==> src/rtl/qbv_pkg.sv <==
// qbv_pkg: shared types and constants for the 802.1Qbv gate control list
// sequencer (qbv_gate_scheduler and qbv_gcl_table).
//   GATE_BV / GATE_LEGACY : bit positions inside a gate mask
//   gcl_entry_t           : one GCL entry {gate[1:0], interval[31:0]}
//   state_t               : sequencer states IDLE / WAIT_BASE / RUN
//   GATES_ALL_OPEN        : admin-default gate mask
//   time_reached()        : wrap-safe "now >= target" on 32-bit PTP ns
package qbv_pkg;

    localparam int unsigned GATE_BV     = 1;
    localparam int unsigned GATE_LEGACY = 0;

    localparam logic [1:0] GATES_ALL_OPEN = 2'b11;

    typedef struct packed {
        logic [1:0]  gate;
        logic [31:0] interval;
    } gcl_entry_t;

    typedef enum logic [1:0] {
        IDLE,
        WAIT_BASE,
        RUN
    } state_t;

    // Signed difference keeps the comparison correct across the 2^32 wrap.
    function automatic logic time_reached(input logic [31:0] now,
                                          input logic [31:0] target);
        return $signed(now - target) >= 0;
    endfunction

endpackage

==> src/rtl/qbv_gcl_table.sv <==
// qbv_gcl_table: NUM_ENTRIES x gcl_entry_t register file holding the gate
// control list. One synchronous write port, asynchronous read ports.
// The next-entry read port only exists when QBV_GUARD_BAND_EN is defined.
//   clk, rst_n           : clock, asynchronous active-low reset (zeroes table)
//   we, wr_addr, wr_data : write port
//   cur_addr, cur_entry  : read port for the entry being (re)loaded
//   next_addr, next_entry: read port for the following entry (guard band only)
module qbv_gcl_table
    import qbv_pkg::*;
#(
    parameter int unsigned NUM_ENTRIES = 8,
    parameter int unsigned IDX_W       = $clog2(NUM_ENTRIES)
) (
    input  logic             clk,
    input  logic             rst_n,
    input  logic             we,
    input  logic [IDX_W-1:0] wr_addr,
    input  gcl_entry_t       wr_data,
    input  logic [IDX_W-1:0] cur_addr,
    output gcl_entry_t       cur_entry
`ifdef QBV_GUARD_BAND_EN
    ,
    input  logic [IDX_W-1:0] next_addr,
    output gcl_entry_t       next_entry
`endif
);

    gcl_entry_t mem [NUM_ENTRIES];

    always_ff @(posedge clk or negedge rst_n) begin
        if (!rst_n) begin
            for (int unsigned i = 0; i < NUM_ENTRIES; i++) begin
                mem[i] <= '0;
            end
        end else if (we) begin
            mem[wr_addr] <= wr_data;
        end
    end

    assign cur_entry = mem[cur_addr];

`ifdef QBV_GUARD_BAND_EN
    assign next_entry = mem[next_addr];
`endif

endmodule

==> src/rtl/qbv_gate_scheduler.sv <==
// qbv_gate_scheduler: 802.1Qbv gate control list sequencer. Walks the
// programmed (gate mask, interval) list against PTP time and drives the
// registered bv / legacy gate states for the time-aware shaper.
// Optional build macro: QBV_GUARD_BAND_EN closes the legacy gate during the
// last GUARD_NS of an entry whose successor has the legacy gate closed.
//   tx_mac_aclk, tx_mac_resetn : clock, asynchronous active-low reset
//   time_ptp_ns                : free-running PTP ns (wraps mod 2^32)
//   cfg_enable                 : 1 = run schedule, 0 = all gates open
//   cfg_base_time              : start time of entry 0 of the first cycle
//   cfg_cycle_time             : cycle length (0 = end after last entry)
//   cfg_num_entries            : active entries, 1..NUM_ENTRIES
//   cfg_we/addr/gate/interval  : table write port (accepted only in IDLE)
//   gate_bv_open/legacy_open   : registered gate states
//   cur_index                  : active entry index
//   cycle_start                : one-clock pulse when entry 0 becomes active
//   cfg_error                  : sticky error, cleared on cfg_enable fall
module qbv_gate_scheduler
    import qbv_pkg::*;
#(
    parameter int unsigned NUM_ENTRIES = 8,
    parameter int unsigned IDX_W       = $clog2(NUM_ENTRIES),
    parameter int unsigned GUARD_NS    = 12304
) (
    input  logic             tx_mac_aclk,
    input  logic             tx_mac_resetn,
    input  logic [31:0]      time_ptp_ns,
    input  logic             cfg_enable,
    input  logic [31:0]      cfg_base_time,
    input  logic [31:0]      cfg_cycle_time,
    input  logic [IDX_W:0]   cfg_num_entries,
    input  logic             cfg_we,
    input  logic [IDX_W-1:0] cfg_addr,
    input  logic [1:0]       cfg_gate,
    input  logic [31:0]      cfg_interval,
    output logic             gate_bv_open,
    output logic             gate_legacy_open,
    output logic [IDX_W-1:0] cur_index,
    output logic             cycle_start,
    output logic             cfg_error
);

    localparam logic [IDX_W:0] NUM_MAX = (IDX_W+1)'(NUM_ENTRIES);

    state_t           state;
    logic             enable_q;
    logic [31:0]      entry_start;
    logic [31:0]      cycle_base;
    logic [31:0]      cur_interval;

    logic [31:0]      entry_end;
    logic [31:0]      cycle_end;
    logic             enable_rise;
    logic             enable_fall;
    logic             num_ok;
    logic             addr_ok;
    logic             tbl_we;
    logic             wr_err;
    logic             last_entry;
    logic             cycle_hit;
    logic             entry_hit;
    logic             guard_hit;
    logic [IDX_W-1:0] step_index;
    logic [IDX_W-1:0] idx_d;
    gcl_entry_t       wr_entry;
    gcl_entry_t       rd_cur;

    always_comb begin
        enable_rise = cfg_enable & ~enable_q;
        enable_fall = ~cfg_enable & enable_q;
        num_ok      = (cfg_num_entries != '0) && (cfg_num_entries <= NUM_MAX);
        addr_ok     = {1'b0, cfg_addr} < NUM_MAX;
        tbl_we      = cfg_we && (state == IDLE) && addr_ok;
        wr_err      = cfg_we && ((state != IDLE) || !addr_ok);
        wr_entry    = '{gate: cfg_gate, interval: cfg_interval};

        entry_end   = entry_start + cur_interval;
        cycle_end   = cycle_base + cfg_cycle_time;
        last_entry  = ({1'b0, cur_index} == (cfg_num_entries - 1'b1));
        step_index  = last_entry ? '0 : cur_index + 1'b1;
        cycle_hit   = (cfg_cycle_time != '0) && time_reached(time_ptp_ns, cycle_end);
        entry_hit   = time_reached(time_ptp_ns, entry_end);

        // The read port is addressed with the index that will be current
        // after this edge, so the new mask and interval register together
        // with cur_index.
        idx_d = cur_index;
        if ((state != RUN) || !cfg_enable) begin
            idx_d = '0;
        end else if (cycle_hit) begin
            idx_d = '0;
        end else if (entry_hit) begin
            idx_d = step_index;
        end
    end

`ifdef QBV_GUARD_BAND_EN
    gcl_entry_t rd_next;

    qbv_gcl_table #(
        .NUM_ENTRIES (NUM_ENTRIES),
        .IDX_W       (IDX_W)
    ) u_table (
        .clk        (tx_mac_aclk),
        .rst_n      (tx_mac_resetn),
        .we         (tbl_we),
        .wr_addr    (cfg_addr),
        .wr_data    (wr_entry),
        .cur_addr   (idx_d),
        .cur_entry  (rd_cur),
        .next_addr  (step_index),
        .next_entry (rd_next)
    );

    always_comb begin
        guard_hit = !rd_next.gate[GATE_LEGACY] &&
                    ($signed(entry_end - time_ptp_ns) < $signed(32'(GUARD_NS)));
    end
`else
    qbv_gcl_table #(
        .NUM_ENTRIES (NUM_ENTRIES),
        .IDX_W       (IDX_W)
    ) u_table (
        .clk       (tx_mac_aclk),
        .rst_n     (tx_mac_resetn),
        .we        (tbl_we),
        .wr_addr   (cfg_addr),
        .wr_data   (wr_entry),
        .cur_addr  (idx_d),
        .cur_entry (rd_cur)
    );

    always_comb begin
        guard_hit = 1'b0;
    end
`endif

    // enable_q resets to 1 so an enable held high through reset is not
    // mistaken for a rising edge; only a fresh enable restarts the schedule.
    always_ff @(posedge tx_mac_aclk or negedge tx_mac_resetn) begin
        if (!tx_mac_resetn) begin
            state            <= IDLE;
            enable_q         <= 1'b1;
            entry_start      <= '0;
            cycle_base       <= '0;
            cur_interval     <= '0;
            cur_index        <= '0;
            gate_bv_open     <= 1'b1;
            gate_legacy_open <= 1'b1;
            cycle_start      <= 1'b0;
            cfg_error        <= 1'b0;
        end else begin
            enable_q    <= cfg_enable;
            cycle_start <= 1'b0;
            cur_index   <= idx_d;

            if (enable_fall) begin
                cfg_error <= 1'b0;
            end
            if (wr_err || ((state == IDLE) && enable_rise && !num_ok)) begin
                cfg_error <= 1'b1;
            end

            case (state)
                IDLE: begin
                    gate_bv_open     <= GATES_ALL_OPEN[GATE_BV];
                    gate_legacy_open <= GATES_ALL_OPEN[GATE_LEGACY];
                    if (enable_rise && num_ok) begin
                        state <= WAIT_BASE;
                    end
                end

                WAIT_BASE: begin
                    gate_bv_open     <= GATES_ALL_OPEN[GATE_BV];
                    gate_legacy_open <= GATES_ALL_OPEN[GATE_LEGACY];
                    if (!cfg_enable) begin
                        state <= IDLE;
                    end else if (time_reached(time_ptp_ns, cfg_base_time)) begin
                        entry_start      <= cfg_base_time;
                        cycle_base       <= cfg_base_time;
                        cur_interval     <= rd_cur.interval;
                        gate_bv_open     <= rd_cur.gate[GATE_BV];
                        gate_legacy_open <= rd_cur.gate[GATE_LEGACY];
                        cycle_start      <= 1'b1;
                        state            <= RUN;
                    end
                end

                RUN: begin
                    if (!cfg_enable) begin
                        state            <= IDLE;
                        gate_bv_open     <= GATES_ALL_OPEN[GATE_BV];
                        gate_legacy_open <= GATES_ALL_OPEN[GATE_LEGACY];
                    end else begin
                        cur_interval     <= rd_cur.interval;
                        gate_bv_open     <= rd_cur.gate[GATE_BV];
                        gate_legacy_open <= rd_cur.gate[GATE_LEGACY];
                        if (cycle_hit) begin
                            entry_start <= cycle_end;
                            cycle_base  <= cycle_end;
                            cycle_start <= 1'b1;
                        end else if (entry_hit) begin
                            entry_start <= entry_end;
                            if (last_entry) begin
                                cycle_base  <= entry_end;
                                cycle_start <= 1'b1;
                            end
                        end else if (guard_hit) begin
                            gate_legacy_open <= 1'b0;
                        end
                    end
                end

                default: state <= IDLE;
            endcase
        end
    end

endmodule

==> config.mk <==
export PLATFORM = sky130hd
export DESIGN_NAME = qbv_gate_scheduler
export DESIGN_NICKNAME = d
export VERILOG_FILES = /design/src/rtl/qbv_pkg.sv /design/src/rtl/qbv_gcl_table.sv /design/src/rtl/qbv_gate_scheduler.sv
export SDC_FILE = /design/constraint.sdc
export NUM_CORES = 1
export LEC_CHECK = 0
export CAP_MARGIN = 20
export CORE_MARGIN = 2
export CORE_UTILIZATION = 40
export DETAILED_ROUTE_END_ITERATION = 10
export DONT_BUFFER_PORTS = 1
export PLACE_DENSITY = 0.5
export SLEW_MARGIN = 15
export SYNTH_ARGS = -nofsm -noshare
export SYNTH_HDL_FRONTEND = slang
export SYNTH_SLANG_ARGS = --single-unit
==> constraint.sdc <==
create_clock -name tx_mac_aclk -period 9.31 [get_ports tx_mac_aclk]
set_clock_uncertainty 0.15 [all_clocks]
set_input_delay 1.3965 -clock tx_mac_aclk [delete_from_list [all_inputs] [get_ports tx_mac_aclk]]
set_output_delay 1.3965 -clock tx_mac_aclk [all_outputs]
set_load 0.02 [all_outputs]
==> metrics.txt, run 1 <==
GPL Wtd Cong=0.906; CTS tree=built; Pint=5.98 mW; Core ar.=approximately 0.056 mm²; startpoint type of the worst setup path=input pin; initial antenna violation count=0; XOR/XNOR Fraction of Synth Area=0.0228; DRC Markers=0; drt total wl=65.0 mm; Setup crit end kind=register; GR Layer Usage met3=0.0280; Setup-failing EPs final=0; Post-CTS Setup Inserts=0; Layout Utilization=0.444; peak supply drop=between 0.2 and 0.25 mV; reg-to-reg endpoint=cur_interval[13]; cells after synthesis=between 2k and 2.5k; drt first pass iters=5; Inserted Diodes=0; Initial Utilization=0.404; Initial DRC Count=900; Most Crowded Layer GR=met2; total number of vias=16.9k; vias in the first global route=17.1k; Nets=2,474; Slew Viols, Final=0; main combinational cell family by area after synthesis=multiplexers; Mapped Avg Cell Area=10.3 µm²; Synth cell types=between 70 and 80; Synth Area in Compound Gates=0.142; Max Clk Rate=124 MHz; Worst Hold End=entry_start[11]; Worst-path clk slew=60 ps; I/O Buffers=0; pin count of the biggest net entering global routing=379; CTS resizes=0; TritonCTS buffer count=44; Synthesized Nets=approximately 2.5k; worst slew pin tran=1100 ps; num ports=148; Yosys warnings=0; CP Data Arrival Time=between 8000 and 9000 ps; GRT Resource Usage Total=0.220; clock sinks=378; Chip Height=approximately 240 µm; synthesized area=0.0227 mm²; RSZ-0062 raised after global routing=no; Final Hold Viols=0; global-route wire length before repair=101 mm; GR Util met2=0.363; status=finished, final reports clean; area leader, netlist=dfrtp_1; Rel. slew slack=0.269; adder-cell share of the synthesized area=0.0894; Hold Buf Count CTS=0; Post-synth ARST share=1.00; Crit path required time=9640 ps; simple-gate area share of the yosys netlist=0.122; Skew-Pair Late Insertion Delay=580 ps; top cell type's share of synthesized area=0.414; largest cells by area after synthesis=dfrtp_1 (41%), mux2_2 (16%), ha_1 (8.7%); ANT nets after route=0; CP max FO=132; clock share of power=0.170; Comb power frac=0.537; sequential share of power=0.293; DR WL/cell=22.0 µm; hold path startpoint=entry_start[11]; post-route setup TNS=0 ps; GR met1 Demand/Resource=0.301; die width=242 µm; Hold Slack=roughly 330 ps; flop2flop setup slack=1440 ps; MaxCap Viol Count=0; R2R depth=30; Area Overhead vs Synth=9.95%; Tcrit/Tclk final=0.865; RR Startpoint=cur_interval[0]; Post-synth EDFFs=0; mux cell area share after synthesis=0.175; vias per cell=5.70; share of cells above drive strength 1=0.211; net switching power=4.15 mW; grt ovf=0; Die ar.=0.0586 mm²; H-tree levels=2; Min-Delay Path Class=reg -> reg; critical path type=in -> reg; maximum buffer depth of the clock tree=3; post-DP HPWL=43.2 mm; register area share after synthesis=0.417; Hold Crit Depth=2; pwr/cell area=406 mW/mm²; most common flop cell mapped by yosys=dfrtp_1; cell leakage power=11.1 nW; clock root buffer=clkbuf_16; post-route minimum period=8050 ps; sw frac=0.409; Seq cells post-synth=roughly 380; row cnt=87
power groups by stage:
stage,sequential (mW),combinational [mW],clock [mW]
global placement,2.97,5.28,0
floorplan,2.78,4.24,0
global route,3.06,6.06,1.84
CTS,2.96,5.44,1.77
detailed placement,2.99,5.41,0
finish,2.97,5.44,1.72
critical path, cell delays in order:
cell and delay, ps:
ha_1 170, inv_1 60, fa_1 400, nor2b_1 170, o211ai_1 150, a211oi_1 400, o2111ai_1 250, a211oi_1 460
o21a_1 160, o21ai_0 100, a21oi_1 240, nor4_1 70, a311oi_1 410, ha_1 330, a21oi_1 130, o21ai_0 90
a21o_1 180, a2111oi_0 420, a21oi_1 150, or4_4 530, a2111oi_4 570, nor3_4 170, o21ai_4 130, buf_12 520
mux2i_1 170, mux2_2 280, a211oi_1 270
layout by cell type, fill, tap and decap left out, types with 6 or more instances in the layout:
cell type / synthesis / layout
a21oi_1: 135 / 135
nor2_1: 102 / 94
a211oi_1: 17 / 17
nor2b_1: 15 / 14
clkbuf_1: 61 / 9
mux2i_1: 19 / 19
ha_1: 158 / 157
clkinv_2: 0 / 6
mux2_2: 326 / 326
o21bai_1: 11 / 11
xor2_1: 26 / 26
a32oi_1: 33 / 33
clkbuf_16: 0 / 45
mux2_1: 9 / 9
a21o_1: 40 / 40
o31ai_1: 6 / 6
a31oi_1: 41 / 41
or3_1: 8 / 8
nand3_1: 14 / 14
nand4_1: 49 / 49
nor2_4: 0 / 7
o211ai_1: 15 / 15
o21ai_0: 60 / 60
nor4_1: 14 / 14
buf_4: 4 / 24
clkbuf_8: 0 / 7
o211a_1: 35 / 35
nor3_1: 15 / 15
nand2_1: 328 / 328
or2_2: 11 / 11
xnor2_1: 33 / 33
nand2b_1: 11 / 11
dfrtp_1: 375 / 375
o21a_1: 25 / 24
inv_1: 67 / 67
and3_1: 14 / 14
cell families after synthesis:
kind of cell    Yosys count
simple gates            609
compound gates          469
flops                   378
mux                     354
buf+inv                 173
fa+ha+maj               161
xor+xnor                 59
through the flow:
stage               setup slack [ps]  area, µm²  cells  total power [mW]
global placement                 872      23500   2883              8.25
global route                     531      24900   2958              11.0
finish                          1260      24900   2958              10.1
floorplan                       2040      22700   2203              7.02
detailed placement               632      23500   2883              8.40
CTS                             1220      24900   2958              10.2
cell type report:
class	count	area (µm²)
Tap cell	756	946
Timing Repair Buffer	29	280
Clock inverter	14	163
Fill cell	5375	31200
Inverter	68	258
Sequential cell	378	9460
Multi-Input combinational cell	1652	12600
Clock buffer	61	1260
worst max path at each step:
| stage | slack, ps | cells after the start | startpoint | to |
|---|---|---|---|---|
| floorplan | 2040 | 28 | cfg_cycle_time[0] | cycle_base[24] |
| global placement | 870 | 27 | cfg_cycle_time[0] | gate_legacy_open |
| detailed placement | 630 | 27 | cfg_cycle_time[0] | gate_bv_open |
| CTS | 1220 | 27 | cfg_cycle_time[0] | gate_bv_open |
| global route | 530 | 27 | cfg_cycle_time[0] | gate_bv_open |
| finish | 1260 | 27 | cfg_cycle_time[0] | gate_bv_open |
metal layers:
| metal | up-vias | wire length, µm |
|---|---|---|
| met5 | - | 0 |
| met4 | 0 | 1880 |
| met3 | 88 | 2570 |
| met2 | 347 | 30100 |
| met1 | 8485 | 30400 |
| li1 | 7949 | - |
synth_stat cells (all sizes together) (17+ instances only):
cell type / instances
a21o: 40
xor2: 26
ha: 158
o21a: 25
clkbuf: 61
a32oi: 33
o211ai: 17
nand2: 329
a211oi: 18
o21ai: 64
a31oi: 41
o211a: 35
mux2: 335
a21oi: 135
buf: 44
inv: 68
nand4: 49
dfrtp: 375
mux2i: 19
nor2: 102
xnor2: 33
state kept, by name, summed over array words and instances, names as in the netlist:
signal,cells
state,2
gate_legacy_open,1
cycle_start,1
entry_start,32
u_table.mem,272
cur_interval,32
cycle_base,32
gate_bv_open,1
cur_index,3
enable_q,1
cfg_error,1
No activity file was read; power rests on OpenSTA's default activity.
==> inputs of run 2 (changes only) <==
==> constraint.sdc (replaced) <==
create_clock -name tx_mac_aclk -period 9.7 [get_ports tx_mac_aclk]
set_clock_uncertainty 0.15 [all_clocks]
set_input_delay 1.455 -clock tx_mac_aclk [delete_from_list [all_inputs] [get_ports tx_mac_aclk]]
set_output_delay 1.455 -clock tx_mac_aclk [all_outputs]
set_load 0.02 [all_outputs]
==> metrics.txt, run 2 (synthesized netlist as in run 1, its figures left out) <==
die width=242 µm; Fillers=around 5.4k; Largest register FFs=~270; Area Overhead vs Synth=9.57%; pwr/cell area=389 mW/mm²; most frequent cells in the layout=dfrtp_1 (375), nand2_1 (328), mux2_2 (326); clock sinks=378; Slew Viols, Final=0; Crit path required time=9990 ps; total number of vias=between 15k and 20k; RSZ-0062 raised after global routing=no; Pint=5.72 mW; Biggest register=u_table.mem; post-route setup TNS=0 ps; vias in the first global route=about 17k; post-DP HPWL=43.2 mm; CP max FO=31; drt first pass iters=5; pin count of the biggest net entering global routing=379; GPL Wtd Cong=~0.9; global-route wire length before repair=102 mm; Initial Utilization=0.404; Crit-path slowest cell=nor2_4; CTS tree=built; Skew-Pair Late Insertion Delay=570 ps; num ports=around 150; sw frac=0.408; critical path's most frequent cell=a21oi_1; DRC Markers=0; Hold Buf Count CTS=0; Core ar.=roughly 0.056 mm²; clock root buffer=clkbuf_16; Setup-failing EPs final=0; cell leakage power=11.0 nW; maximum buffer depth of the clock tree=3; RR Startpoint=cur_interval[0]; sequential share of power=0.294; Rel. slew slack=0.358; Final Hold Viols=0; ANT nets after route=0; vias per cell=5.71; Worst-path clk slew=roughly 60 ps; Setup crit end kind=register; peak supply drop=0.161 mV; DR WL/cell=around 22 µm; Nets=2,466; commonest non-fill, non-tap cell in the layout=dfrtp_1; row cnt=87; flop2flop setup slack=1680 ps; I/O Buffers=0; Chip Height=242 µm; GRT Resource Usage Total=0.222; share of cells above drive strength 1=0.208; hold path startpoint=entry_start[3]; Hold Crit Depth=2; CTS resizes=0; grt ovf=0; clock share of power=0.169; Comb power frac=0.536; reg-to-reg endpoint=cur_interval[9]; net switching power=3.94 mW; MaxCap Viol Count=0; buffers and inverters on the worst path=2; Initial DRC Count=1,068; R2R depth=28; Min-Delay Path Class=reg -> reg; slowest stage delay, CP=between 700 and 800 ps; Post-CTS Setup Inserts=0; worst slew pin tran=roughly 960 ps; TritonCTS buffer count=43; status=finished, final reports clean; Layout Utilization=0.442; Tcrit/Tclk final=0.858; Max Clk Rate=120 MHz; drt total wl=roughly 65 mm; Hold Slack=333 ps; CP Data Arrival Time=8610 ps; post-route minimum period=8320 ps; Worst Hold End=entry_start[3]; H-tree levels=2; initial antenna violation count=0; Die ar.=0.0586 mm²; Top delay family on crit path=compound AO/OA/AOI/OAI gates; critical path type=in -> reg; Inserted Diodes=0; startpoint type of the worst setup path=input pin
==> run 2: cell types whose count changed in the layout (fill, tap and decap cells not counted) <==
cell        previous run  this run
buf_12                 5         3
buf_4                 24        19
bufinv_16              3         2
clkbuf_1               9         8
clkbuf_16             45        44
clkbuf_8               7        13
clkinv_2               6         3
clkinv_4               2         0
clkinv_8               0         1
clkinvlp_4             1         0
inv_6                  2         1
==> run 2: through the flow <==
stage / setup slack, ps / power, mW / area (µm²) / instances
floorplan: 2370 / 6.74 / 22700 / 2203
global placement: 928 / 7.91 / 23400 / 2876
detailed placement: 800 / 8.04 / 23400 / 2876
CTS: 1390 / 9.72 / 24800 / 2948
global route: 873 / 10.5 / 24800 / 2948
finish: 1380 / 9.65 / 24800 / 2948
==> run 2: routing by layer <==
| layer | track usage | share of wire |
|---|---|---|
| met5 | 0 | 0 |
| met4 | 0.0632 | 0.027 |
| met3 | 0.0380 | 0.044 |
| met2 | 0.362 | 0.46 |
| met1 | 0.304 | 0.47 |
==> run 2: how the worst max path moves through the flow <==
stage                           start              to  cells after the start
CTS                 cfg_cycle_time[0]  cycle_base[30]                     27
global placement    cfg_cycle_time[0]  cycle_base[25]                     27
floorplan           cfg_cycle_time[0]  cycle_base[24]                     28
finish              cfg_cycle_time[0]  cycle_base[24]                     27
global route        cfg_cycle_time[0]  cycle_base[23]                     27
detailed placement  cfg_cycle_time[0]  cycle_base[30]                     27
==> run 2: cell type report <==
class	count	area, µm²	share of cell area
Clock buffer	65	1310	0.0527
Tap cell	756	946	0.0381
Multi-Input combinational cell	1652	12600	0.506
Timing Repair Buffer	22	203	0.00816
Sequential cell	378	9460	0.381
Inverter	68	258	0.0104
Clock inverter	7	100	0.00403
==> run 2: power groups by stage <==
stage / sequential [mW] / combinational, mW / clock [mW]
after floorplan: 2.67 / 4.07 / 0
after global placement: 2.84 / 5.07 / 0
after detailed placement: 2.87 / 5.17 / 0
after CTS: 2.84 / 5.20 / 1.68
after global routing: 2.94 / 5.81 / 1.75
final: 2.84 / 5.18 / 1.63
==> run 2: worst register-to-register path: cells and delay by family, from the launching register on <==
family / cells / cell delay, ps
DFF: 1 / 510
xor gates and xnor gates: 1 / 140
buffers and inverters: 3 / 940
and+or+nand+nor: 8 / 1890
AOI/OAI and AO/OA: 13 / 3320
adders and majority gates: 3 / 990
==> inputs of run 3 (changes only) <==
--- a/config.mk
+++ b/config.mk
@@ -5,13 +5,14 @@
 export SDC_FILE = /design/constraint.sdc
 export NUM_CORES = 1
 export LEC_CHECK = 0
+export ABC_AREA = 1
 export CAP_MARGIN = 20
 export CORE_MARGIN = 2
 export CORE_UTILIZATION = 40
 export DETAILED_ROUTE_END_ITERATION = 10
-export DONT_BUFFER_PORTS = 1
-export PLACE_DENSITY = 0.5
+export PLACE_DENSITY = 0.54
 export SLEW_MARGIN = 15
 export SYNTH_ARGS = -nofsm -noshare
 export SYNTH_HDL_FRONTEND = slang
 export SYNTH_SLANG_ARGS = --single-unit
+export TNS_END_PERCENT = 50
==> metrics.txt, run 3 <==
Max Clk Rate=between 100 and 150 MHz; drt first pass iters=5; ANT nets after route=0; Synthesized Nets=about 3.1k; CP Data Arrival Time=8340 ps; Synth cell types=56; vias per cell=roughly 5.3; Seq cells post-synth=378; Setup crit end kind=register; startpoint type of the worst setup path=input pin; MaxCap Viol Count=0; worst slew pin tran=1110 ps; most frequent cells in the layout=nand2_1 (774), dfrtp_1 (375), o21ai_0 (356); num ports=approximately 150; Fillers=5,498; post-route setup TNS=0 ps; commonest cells in the netlist=nand2_1 (782), dfrtp_1 (375), o21ai_0 (356), nor2_1 (188), ha_1 (158); Crit-path slowest cell=buf_4; RSZ-0062 raised after global routing=no; register area share after synthesis=0.424; clock sinks=378; Slew Viols, Final=0; row cnt=86; Initial DRC Count=1,588; commonest non-fill, non-tap cell in the layout=nand2_1; post-DP HPWL=44.5 mm; pwr/cell area=between 300 and 400 mW/mm²; DRC Markers=0; share of cells above drive strength 1=0.0495; cell leakage power=12.5 nW; global-route wire length before repair=108 mm; drt total wl=between 60 and 70 mm; clock root buffer=clkbuf_16; Final Hold Viols=0; CP max FO=70; Mapped Avg Cell Area=~7.9 µm²; Hold Buf Count CTS=0; Post-synth EDFFs=0; Area Overhead vs Synth=15.5%; top cell type's share of synthesized area=0.420; power consumption=8.67 mW; H-tree levels=2; pin count of the biggest net entering global routing=157; Rel. slew slack=0.259; slowest stage delay, CP=700 ps; most common flop cell mapped by yosys=dfrtp_1; Yosys warnings=0; Core ar.=0.0551 mm²; Chip Height=about 240 µm; Biggest register=u_table.mem; GRT Resource Usage Total=0.239; total number of vias=19.5k; CTS tree=built; grt ovf=0; peak supply drop=0.166 mV; Initial Utilization=0.405; cells after synthesis=2,819; status=finished, final reports clean; synthesized area=0.0223 mm²; initial antenna violation count=0; post-route minimum period=7960 ps; Worst-path clk slew=60 ps; Die ar.=around 0.058 mm²; metal2 WL=31.1 mm; vias in the first global route=around 19k; Post-CTS Setup Inserts=0; I/O Buffers=147; TritonCTS buffer count=44; area of the multi-input gates=approximately 0.012 mm²; Metal-1 WL=32.3 mm; Crit path required time=about 10,000 ps; WL met3=between 3 and 4 mm; largest cells by area after synthesis=dfrtp_1 (42%), nand2_1 (13%), ha_1 (8.9%); Min-Delay Path Class=reg -> reg; Tcrit/Tclk final=0.821; die width=240 µm; critical path's most frequent cell=nand3_1; Inserted Diodes=0; Skew-Pair Late Insertion Delay=580 ps; CTS resizes=0; critical path type=in -> reg; Largest register FFs=272; Nets=3,194; register area=0.00946 mm²; GPL Wtd Cong=slightly below 0.9; Setup-failing EPs final=0; area leader, netlist=dfrtp_1; Post-synth ARST share=1.00; maximum buffer depth of the clock tree=3; DR WL/cell=18.5 µm; count leader, synth=nand2_1; Max Used Layer=met4
## run 3: cell count changes after synthesis, sizes merged, moves of 53 or more
cell / before / now
nand3: 14 / 160
mux2: 335 / 0
inv: 68 / 168
or2: 11 / 64
o211ai: 17 / 72
nand2: 329 / 798
o21ai: 64 / 393
nor2: 102 / 196
## run 3: cells by family (layout without fill, tap and decap cells)
logic type / count (synthesis) / in the layout / synth area share
AOI/OAI and AO/OA: 642 / 642 / 0.162
xor gates and xnor gates: 61 / 61 / 0.0239
and+or+nand+nor: 1275 / 1275 / 0.242
adders and majority gates: 160 / 160 / 0.0903
DFF: 378 / 378 / 0.424
buffers and inverters: 303 / 411 / 0.0577
## run 3: critical path, delay by kind of cell
| family | cells | cell delay (ps) |
|---|---|---|
| AOI/OAI and AO/OA | 8 | 1910 |
| xor gates and xnor gates | 1 | 190 |
| adders and majority gates | 3 | 920 |
| buffers and inverters | 5 | 2010 |
| and+or+nand+nor | 12 | 1770 |
## run 3: per-layer routing
layer / track usage / vias to the layer above
met5: 0 / -
li1: - / 9655
met1: 0.340 / 9240
met3: 0.0349 / 81
met2: 0.385 / 507
met4: 0.0514 / 0
## run 3: final cells by class
class                           count  area share
Tap cell                          748      0.0363
Multi-Input combinational cell   2138       0.452
Inverter                          170      0.0249
Clock buffer                       69      0.0531
Sequential cell                   378       0.367
Clock inverter                     11     0.00369
Timing Repair Buffer              161      0.0630
## run 3: metrics by stage
step / area, µm² / util / hold WS, ps / cells / setup WS (ps)
2_1_floorplan: 22300 / - / 295 / 2819 / 3990
3_3_place_gp: 24300 / 0.441 / 308 / 3594 / 1370
3_5_place_dp: 24300 / 0.441 / 315 / 3594 / 1250
4_1_cts: 25700 / 0.467 / 329 / 3674 / 1860
5_1_grt: 25800 / 0.468 / 337 / 3675 / 1010
6_report: 25800 / 0.468 / 326 / 3675 / 1740
## run 3: power by group
| group | switching (mW) | internal (mW) | leakage, nW | total [mW] |
|---|---|---|---|---|
| Clock | 0.687 | 0.993 | 0.729 | 1.68 |
| Sequential | 0.466 | 2.36 | 4.80 | 2.83 |
| Combinational | 2.65 | 1.51 | 6.99 | 4.16 |
| Total | 3.81 | 4.87 | 12.5 | 8.67 |
## run 3: final timing paths
check / cells past startpoint / to / from / slack (ps)
max in group asynchronous: 2 / u_table.mem[230] / tx_mac_resetn / 7240
hold / removal: 2 / u_table.mem[210] / u_table.mem[210] / 330
min in group asynchronous: 1 / u_table.mem[213] / tx_mac_resetn / 700
hold reg to reg: 2 / u_table.mem[210] / u_table.mem[210] / 330
setup / recovery: 29 / cur_interval[10] / cfg_cycle_time[0] / 1740
setup reg to reg: 32 / cur_interval[10] / cur_interval[0] / 2370
